### config.mk
export PLATFORM = sky130hd
export DESIGN_NAME = arith_issue_stage_flat
export DESIGN_NICKNAME = d
export VERILOG_FILES = /design/src/rtl/arith_issue_pkg.sv /design/src/rtl/arith_issue_stage_if.sv /design/src/rtl/arith_decode.sv /design/src/rtl/arith_issue_stage.sv /design/src/flat_wrapper.sv
export SDC_FILE = /design/constraint.sdc
export NUM_CORES = 1
export LEC_CHECK = 0
export BUFFER_PORTS_ARGS = -buffer_cell sky130_fd_sc_hd__clkbuf_2
export CAP_MARGIN = 10
export CORE_MARGIN = 5
export CORE_UTILIZATION = 35
export CTS_BUF_LIST = sky130_fd_sc_hd__clkbuf_4 sky130_fd_sc_hd__clkbuf_8 sky130_fd_sc_hd__clkbuf_16
export CTS_CLUSTER_SIZE = 8
export DETAILED_ROUTE_END_ITERATION = 7
export PLACE_DENSITY_LB_ADDON = 0.12
export SLEW_MARGIN = 20
export SYNTH_ARGS = -nofsm -noshare
export SYNTH_HDL_FRONTEND = slang
export SYNTH_HIERARCHICAL = 1
export SYNTH_SLANG_ARGS = --single-unit
### constraint.sdc
create_clock -name clk -period 7.25 [get_ports clk]
set_input_delay 1.45 -clock clk [delete_from_list [all_inputs] [get_ports clk]]
set_output_delay 1.45 -clock clk [all_outputs]
set_load 0.05 [all_outputs]
### src/rtl/arith_issue_pkg.sv
`default_nettype none
// ============================================================================
// Module      : arith_issue_pkg
// Description : Shared constants and types for the arith_issue_stage slice.
//               Holds the DLX opcode/func codes, the alu_arith select vector
//               type with one named constant per operation, and the packed
//               pipeline entry carried through the main/skid registers.
// Ports       : none (package)
// Revision    : 1.0 - initial release
// ============================================================================
package arith_issue_pkg;

   localparam int DATA_W = 32;

   // Primary opcodes
   localparam logic [5:0] OP_RTYPE = 6'h00;
   localparam logic [5:0] OP_ADDI  = 6'h08;
   localparam logic [5:0] OP_ADDUI = 6'h09;
   localparam logic [5:0] OP_SUBI  = 6'h0A;
   localparam logic [5:0] OP_SUBUI = 6'h0B;
   localparam logic [5:0] OP_SEQI  = 6'h18;
   localparam logic [5:0] OP_SNEI  = 6'h19;
   localparam logic [5:0] OP_SLTI  = 6'h1A;
   localparam logic [5:0] OP_SGTI  = 6'h1B;
   localparam logic [5:0] OP_SLEI  = 6'h1C;
   localparam logic [5:0] OP_SGEI  = 6'h1D;

   // R-type func codes
   localparam logic [5:0] FN_ADD  = 6'h20;
   localparam logic [5:0] FN_ADDU = 6'h21;
   localparam logic [5:0] FN_SUB  = 6'h22;
   localparam logic [5:0] FN_SUBU = 6'h23;
   localparam logic [5:0] FN_SEQ  = 6'h28;
   localparam logic [5:0] FN_SNE  = 6'h29;
   localparam logic [5:0] FN_SLT  = 6'h2A;
   localparam logic [5:0] FN_SGT  = 6'h2B;
   localparam logic [5:0] FN_SLE  = 6'h2C;
   localparam logic [5:0] FN_SGE  = 6'h2D;

   // Select vector, bit order {sel0,sel1,sel2,sel3,sel4}: sel[4] is sel0.
   typedef logic [4:0] sel_t;

   localparam sel_t SEL_ADD = 5'b00000;
   localparam sel_t SEL_SUB = 5'b00011;
   localparam sel_t SEL_SEQ = 5'b00001;
   localparam sel_t SEL_SNE = 5'b10001;
   localparam sel_t SEL_SLT = 5'b01001;
   localparam sel_t SEL_SGT = 5'b11001;
   localparam sel_t SEL_SLE = 5'b00101;
   localparam sel_t SEL_SGE = 5'b01101;

   typedef struct packed {
      logic [DATA_W-1:0] in1;
      logic [DATA_W-1:0] in2;
      sel_t              sel;
      logic [4:0]        rd;
      logic              illegal;
   } entry_t;

endpackage
`default_nettype wire

### src/rtl/arith_issue_stage_if.sv
`default_nettype none
// ============================================================================
// Module      : arith_issue_stage_if
// Description : Handshake and data bundle between ID, the issue stage and EX.
//               slave  : view of the issue stage itself.
//               master : view of the surrounding pipeline (ID driver + EX sink).
// Ports       : flush, in_valid/in_ready, instr, rs1_data, rs2_data,
//               out_valid/out_ready, alu_in1, alu_in2, sel0..sel4, rd, illegal
// Revision    : 1.0 - initial release
// ============================================================================
interface arith_issue_stage_if #(
   parameter int DATA_W = 32
);
   logic              flush;
   logic              in_valid;
   logic              in_ready;
   logic [31:0]       instr;
   logic [DATA_W-1:0] rs1_data;
   logic [DATA_W-1:0] rs2_data;
   logic              out_valid;
   logic              out_ready;
   logic [DATA_W-1:0] alu_in1;
   logic [DATA_W-1:0] alu_in2;
   logic              sel0;
   logic              sel1;
   logic              sel2;
   logic              sel3;
   logic              sel4;
   logic [4:0]        rd;
   logic              illegal;

   modport slave (
      input  flush, in_valid, instr, rs1_data, rs2_data, out_ready,
      output in_ready, out_valid, alu_in1, alu_in2,
             sel0, sel1, sel2, sel3, sel4, rd, illegal
   );

   modport master (
      output flush, in_valid, instr, rs1_data, rs2_data, out_ready,
      input  in_ready, out_valid, alu_in1, alu_in2,
             sel0, sel1, sel2, sel3, sel4, rd, illegal
   );
endinterface
`default_nettype wire

### src/rtl/arith_decode.sv
`default_nettype none
// ============================================================================
// Module      : arith_decode
// Description : Combinational decoder from a DLX arithmetic/compare
//               instruction plus register read values to a pipeline entry.
//               Unsupported encodings yield an all-zero entry flagged illegal.
// Ports       : instr    (in)  instruction word
//               rs1_data (in)  value of instr[25:21]
//               rs2_data (in)  value of instr[20:16]
//               entry    (out) decoded entry
// Revision    : 1.0 - initial release
// ============================================================================
module arith_decode
   import arith_issue_pkg::*;
(
   input  logic [31:0]       instr,
   input  logic [DATA_W-1:0] rs1_data,
   input  logic [DATA_W-1:0] rs2_data,
   output entry_t            entry
);

   logic [5:0] opcode;
   logic [5:0] func;
   logic [15:0] imm;
   logic       legal;
   logic       is_imm;
   logic       zext;
   sel_t       sel;

   // The rs field is already resolved into rs1_data by the register file.
   logic unused_rs_field;
   assign unused_rs_field = ^instr[25:21];

   assign opcode = instr[31:26];
   assign func   = instr[5:0];
   assign imm    = instr[15:0];

   always_comb begin
      legal  = 1'b1;
      is_imm = 1'b1;
      zext   = 1'b0;
      sel    = SEL_ADD;
      if (opcode == OP_RTYPE) begin
         is_imm = 1'b0;
         case (func)
            FN_ADD, FN_ADDU: sel = SEL_ADD;
            FN_SUB, FN_SUBU: sel = SEL_SUB;
            FN_SEQ:          sel = SEL_SEQ;
            FN_SNE:          sel = SEL_SNE;
            FN_SLT:          sel = SEL_SLT;
            FN_SGT:          sel = SEL_SGT;
            FN_SLE:          sel = SEL_SLE;
            FN_SGE:          sel = SEL_SGE;
            default:         legal = 1'b0;
         endcase
      end else begin
         case (opcode)
            OP_ADDI:  sel = SEL_ADD;
            OP_ADDUI: begin sel = SEL_ADD; zext = 1'b1; end
            OP_SUBI:  sel = SEL_SUB;
            OP_SUBUI: begin sel = SEL_SUB; zext = 1'b1; end
            OP_SEQI:  sel = SEL_SEQ;
            OP_SNEI:  sel = SEL_SNE;
            OP_SLTI:  sel = SEL_SLT;
            OP_SGTI:  sel = SEL_SGT;
            OP_SLEI:  sel = SEL_SLE;
            OP_SGEI:  sel = SEL_SGE;
            default:  legal = 1'b0;
         endcase
      end
   end

   always_comb begin
      entry = '0;
      if (legal) begin
         entry.in1 = rs1_data;
         entry.sel = sel;
         if (is_imm) begin
            entry.in2 = zext ? {16'h0000, imm} : {{16{imm[15]}}, imm};
            entry.rd  = instr[20:16];
         end else begin
            entry.in2 = rs2_data;
            entry.rd  = instr[15:11];
         end
      end else begin
         entry.illegal = 1'b1;
      end
   end

endmodule
`default_nettype wire

### src/rtl/arith_issue_stage.sv
`default_nettype none
// ============================================================================
// Module      : arith_issue_stage
// Description : Issue stage in front of alu_arith. Decodes the incoming
//               instruction and holds it in a main register (M) that drives
//               the outputs, with a skid register (S) so in_ready can be a
//               flop and EX back-pressure never reaches ID combinationally.
// Ports       : clk   (in) rising-edge clock
//               reset (in) asynchronous active-high reset
//               bus   (slave modport of arith_issue_stage_if) handshake/data
// Revision    : 1.0 - initial release
// ============================================================================
module arith_issue_stage
   import arith_issue_pkg::*;
#(
   parameter int DATA_W = 32
) (
   input  logic                clk,
   input  logic                reset,
   arith_issue_stage_if.slave  bus
);

   entry_t dec_w;
   entry_t m_q, m_d;
   entry_t s_q, s_d;
   logic   m_valid_q, m_valid_d;
   logic   s_valid_q, s_valid_d;
   logic   in_ready_q, in_ready_d;
   logic   accept;
   logic   m_free;

   arith_decode u_decode (
      .instr    (bus.instr),
      .rs1_data (bus.rs1_data),
      .rs2_data (bus.rs2_data),
      .entry    (dec_w)
   );

   assign accept = bus.in_valid & in_ready_q;
   // M can take a new entry when it is empty or being consumed this cycle.
   assign m_free = ~m_valid_q | bus.out_ready;

   always_comb begin
      m_d       = m_q;
      s_d       = s_q;
      m_valid_d = m_valid_q;
      s_valid_d = s_valid_q;
      if (bus.flush) begin
         m_valid_d = 1'b0;
         s_valid_d = 1'b0;
      end else if (m_free) begin
         if (s_valid_q) begin
            // S refills M; in_ready was low so no accept can collide here.
            m_d       = s_q;
            m_valid_d = 1'b1;
            s_valid_d = accept;
            if (accept) s_d = dec_w;
         end else begin
            m_valid_d = accept;
            if (accept) m_d = dec_w;
         end
      end else if (accept) begin
         s_valid_d = 1'b1;
         s_d       = dec_w;
      end
      in_ready_d = ~s_valid_d;
   end

   always_ff @(posedge clk or posedge reset) begin
      if (reset) begin
         m_q        <= '0;
         s_q        <= '0;
         m_valid_q  <= 1'b0;
         s_valid_q  <= 1'b0;
         in_ready_q <= 1'b1;
      end else begin
         m_q        <= m_d;
         s_q        <= s_d;
         m_valid_q  <= m_valid_d;
         s_valid_q  <= s_valid_d;
         in_ready_q <= in_ready_d;
      end
   end

   assign bus.in_ready  = in_ready_q;
   assign bus.out_valid = m_valid_q;
   assign bus.alu_in1   = DATA_W'(m_q.in1);
   assign bus.alu_in2   = DATA_W'(m_q.in2);
   assign bus.sel0      = m_q.sel[4];
   assign bus.sel1      = m_q.sel[3];
   assign bus.sel2      = m_q.sel[2];
   assign bus.sel3      = m_q.sel[1];
   assign bus.sel4      = m_q.sel[0];
   assign bus.rd        = m_q.rd;
   assign bus.illegal   = m_q.illegal;

endmodule
`default_nettype wire

### src/flat_wrapper.sv
// flat-port wrapper written by rule: the top's interface ports become plain ports
module arith_issue_stage_flat import arith_issue_pkg::*;
#(
   parameter int DATA_W = 32
)
  (clk, reset, bus_flush, bus_in_valid, bus_instr, bus_rs1_data, bus_rs2_data, bus_out_ready, bus_in_ready, bus_out_valid, bus_alu_in1, bus_alu_in2, bus_sel0, bus_sel1, bus_sel2, bus_sel3, bus_sel4, bus_rd, bus_illegal);
  arith_issue_stage_if #(.DATA_W(DATA_W)) bus_i ();
  input  logic clk;
  input  logic reset;
  input wire logic [$bits(bus_i.flush)-1:0] bus_flush;
  input wire logic [$bits(bus_i.in_valid)-1:0] bus_in_valid;
  input wire logic [$bits(bus_i.instr)-1:0] bus_instr;
  input wire logic [$bits(bus_i.rs1_data)-1:0] bus_rs1_data;
  input wire logic [$bits(bus_i.rs2_data)-1:0] bus_rs2_data;
  input wire logic [$bits(bus_i.out_ready)-1:0] bus_out_ready;
  output wire logic [$bits(bus_i.in_ready)-1:0] bus_in_ready;
  output wire logic [$bits(bus_i.out_valid)-1:0] bus_out_valid;
  output wire logic [$bits(bus_i.alu_in1)-1:0] bus_alu_in1;
  output wire logic [$bits(bus_i.alu_in2)-1:0] bus_alu_in2;
  output wire logic [$bits(bus_i.sel0)-1:0] bus_sel0;
  output wire logic [$bits(bus_i.sel1)-1:0] bus_sel1;
  output wire logic [$bits(bus_i.sel2)-1:0] bus_sel2;
  output wire logic [$bits(bus_i.sel3)-1:0] bus_sel3;
  output wire logic [$bits(bus_i.sel4)-1:0] bus_sel4;
  output wire logic [$bits(bus_i.rd)-1:0] bus_rd;
  output wire logic [$bits(bus_i.illegal)-1:0] bus_illegal;
  assign bus_i.flush = bus_flush;
  assign bus_i.in_valid = bus_in_valid;
  assign bus_i.instr = bus_instr;
  assign bus_i.rs1_data = bus_rs1_data;
  assign bus_i.rs2_data = bus_rs2_data;
  assign bus_i.out_ready = bus_out_ready;
  assign bus_in_ready = bus_i.in_ready;
  assign bus_out_valid = bus_i.out_valid;
  assign bus_alu_in1 = bus_i.alu_in1;
  assign bus_alu_in2 = bus_i.alu_in2;
  assign bus_sel0 = bus_i.sel0;
  assign bus_sel1 = bus_i.sel1;
  assign bus_sel2 = bus_i.sel2;
  assign bus_sel3 = bus_i.sel3;
  assign bus_sel4 = bus_i.sel4;
  assign bus_rd = bus_i.rd;
  assign bus_illegal = bus_i.illegal;
  arith_issue_stage #(.DATA_W(DATA_W)) u_core (.clk(clk), .reset(reset), .bus(bus_i));
endmodule
# Yosys cells after proc, flatten, opt, wreduce, memory -nomap -nowiden
# Cells that the tools add are included.
# word_totals
register_bits,153
output_inout_bits,77
# classes
n_bitwise,5
reduce_logical,10
n_eq_ne,21
n_mux,25
# ops
op,n
two-way mux 75 bit,5
two-way mux 74 bit,1
one-hot mux 5 bit (7 select lines),2
two-way mux 32 bit,2
equality test 6 bit (second input constant),10
equality test 6 x 5 -> 1 bit (second input constant),6
equality test 6 x 4 -> 1 bit (second input constant),4
OR reduction 10 bit,2
two-way mux 1 bit,13
two-way mux 5 bit,2
logical NOT 6 bit,1
OR reduction 2 bit,3
nonzero test 2 bit,2
NOT 1 bit,3
AND reduction 3 bit,1
!= test 2 x 1 -> 1 bit (second input constant),1
AND reduction 2 bit,1
bitwise AND 1 bit,1
OR 1 bit,1

# Longest topological paths before layout
# logic_depth
ltp_word,10
depth_mapped,8
depth_no_buf,6

# Cells and area by module
# Netlist, hierarchy kept.
# by_module_without_submodules
module,cells_each,area_per_inst_um2,seq_area_each_um2,instances
arith_issue_stage,415,6792.8,3829.9,1
arith_decode,162,974.7,0.0,1

# Least setup slack after synthesis
# Ideal clock, no wire load.
# synth_timing
path_type,input to register
start,input port bus_instr[27]
end,"register u_core.m_q, in the netlist u_core/bus.alu_in2[29]"
n_path_buf,1
required_ps,7123
t_arrival_ps,2904
setup_ps,127
cell_stages,7
setup_slack_ps,4219
path_cell_list,nor4_4 nand2_1 o311ai_2 buf_6 a21oi_2 mux2_2 mux2_1
# synth_lines
item,line,rtl
from (decl),flat_wrapper.sv:12,input wire logic [$bits(bus_i.instr)-1:0] bus_instr;
to (signal assigned),arith_issue_stage.sv:77,m_q <= m_d;
to (decl),arith_issue_stage.sv:24,"entry_t m_q, m_d;"

==> reports/metrics.cfg <==
[setup_path]
crit_type=in2reg
critPathMaxFanout=22
r2r-start=u_core/bus.in_ready
required_ns=7.54
critPathLaunch=bus_instr[27]
cp.arrival_ns=3.89
crit_path_end_kind=register
critPathLaunchType=input pin
rrSetupSlack_ns=5.03

[worst_hold_path]
hold_class=reg2reg
min-delay-start=u_core/s_q[42]

[clock_tree]
path_clk_slew_ns=0.06
hold_buffers=0
clockRootBuffer=clkbuf_16
ctsResizeCount=0
post_cts_buffers=0
clock_path_buffers=2
clk_latency_ns=0.41
cts.sinks=153
numCtsBuffers=17
cts_htree_levels=4
cts_tree=built

[power]
finalPower_w=0.00233
vdd_drop_max_mv=0.136
leakagePower_nw=4.83
p_per_area_nw_per_um2=247

[global_route]
antenna_found_initial=0
grt_pass1_wl_um=30600
grt.total_usage=0.148
overflow=0
grt_pass1_vias=5755
grt_max_degree=101

[synth]
synth-warning-count=6
avgSynthCellArea_sq_um=13.5
synthCells=577
synth_common_cells=152 x dfrtp_1, 133 x mux2_2, 52 x mux2_1
yosysMostFrequentCell=dfrtp_1
ys.flop_type=dfrtp_1
yosysTopAreaCell=dfrtp_1
synth_area_leaders=dfrtp_1 49%, mux2_2 19%, mux2_4 7.7%
async_flop_share=1.00
syn_nets=678
synth.distinct_cells=38
yosys.area.top_type_share=0.490
yosys_register_bits=153
syn-cell-area_sq_um=7770
seq_area_frac_synth=0.493
synth_edf_count=0

[sta]
fmaxAchievable_ghz=0.278
fin_crit_ns=3.60
hold_viol=0
slew_headroom=0.325
setup_viol_count_final=0
worstMarginPinSlew_ns=1.01
fin_skew_ns=0.00503
rsz0062_at_grt=no
slew_viol_final=0
tns_ns=0
period_share=0.496

[placed_design]
place_congestion=0.759
numPortBuffers=172
place_area_sq_um=8810
dp_hpwl_um=12200

[floorplanning]
core_sq_um=21800
row_count=54
start_util=0.356
die_h_um=159
die_area_sq_um=25300
io_pins=178
dieWidth_um=159

[layout]
fillers=2076
finalNetCount=836
num_antenna_cells=0
areaGrowthSynthToFinish_pct=21.6
stdcell_area_sq_um=9440
drive_gt1_frac=0.541

[drt]
ant_nets=0
drt-total-wl_um=18800
wire_per_inst_um=18.3
vias=5142
drc=0
drtPass1Iterations=4
first_iter_violations=195
vias_per_cell=5.00

[job]
drv_cap=0

[status]
status=finished clean

==> cell type report <==
cell class	count	area, sq um	share of cell area
clock buffer	18	433	0.0458
sequential	153	3830	0.406
multi-input combinational	376	3650	0.387
tap	280	350	0.0371
inverter	6	27.5	0.00292
timing repair buffer	181	972	0.103
clock inverter	14	173	0.0183
==> final timing paths <==
kind / end / cells past startpoint
setup reg to reg: u_core/s_q[21] / 5
min in group asynchronous: u_core/s_q[44] / 2
max in group asynchronous: u_core/bus.alu_in2[28] / 3
setup / recovery: u_core/bus.alu_in2[18] / 7
hold / removal: u_core/s_q[42] / 1
hold reg to reg: u_core/s_q[42] / 1
==> critical path, cell delays in order <==
cell and delay [ns]:
clkbuf_2 0.16, nor4_4 0.39, nand2_1 0.57, o311ai_4 0.54, a21oi_1 0.20, mux2_2 0.32, mux2_4 0.25
==> metal layers <==
metal	track usage	share of wire	vias up
met3	0.0450	0.058	15
met1	0.192	0.46	2583
met4	0.0438	0.012	0
met5	0	0	-
li1	-	-	2421
met2	0.239	0.47	123
==> cells in the final DEF (no fill, tap or decap), drive strengths merged, types with 2 or more instances in the layout <==
cell type	n
clkbuf	190
dfrtp	152
nand2	21
nor3	2
o32ai	3
a21oi	19
buf	9
inv	9
and3	32
nor2	23
bufinv	3
clkinvlp	2
a211oi	2
mux2	225
nand3	4
nor2b	6
a22oi	21
nand2b	4
o21ai	2
clkinv	6
==> registers in the layout, summed over array words and instances (netlist names) <==
signal                cells
u_core/bus.alu_in1       32
u_core/bus.alu_in2       32
u_core/bus.illegal        1
u_core/bus.in_ready       1
u_core/bus.out_valid      1
u_core/bus.rd             5
u_core/bus.sel0           1
u_core/bus.sel1           1
u_core/bus.sel2           1
u_core/bus.sel3           1
u_core/bus.sel4           1
u_core/s_q               75
u_core/s_valid_q          1
==> logic make-up (layout without fill, tap and decap cells) <==
family | after synthesis | after routing | synth area share
AO/OA/AOI/OAI | 54 | 54 | 0.0544
AND/OR/NAND/NOR | 96 | 96 | 0.0643
multiplexers | 225 | 225 | 0.346
flip-flops | 153 | 153 | 0.493
buffers and inverters | 48 | 219 | 0.0414
adder cells (fa/ha/maj) | 1 | 1 | 0.00129
==> power by group <==
part | internal, W | total, W | leakage (nW) | switching (W)
combinational | 0.000160 | 0.000430 | 2.47 | 0.000269
sequential | 0.000942 | 0.000987 | 2.07 | 0.0000444
clock | 0.000549 | 0.000912 | 0.294 | 0.000364
==> per-stage QoR <==
stage	instances	hold WS, ns	setup WS, ns	utilization
3_3_place_gp	994	0.461	3.32	0.402
2_1_floorplan	577	0.452	1.68	-
3_5_place_dp	995	0.468	3.22	0.404
4_1_cts	1027	0.485	3.67	0.431
5_1_grt	1028	0.496	3.51	0.433
6_report	1028	0.480	3.65	0.433
Power figures use the tool's default switching activity.
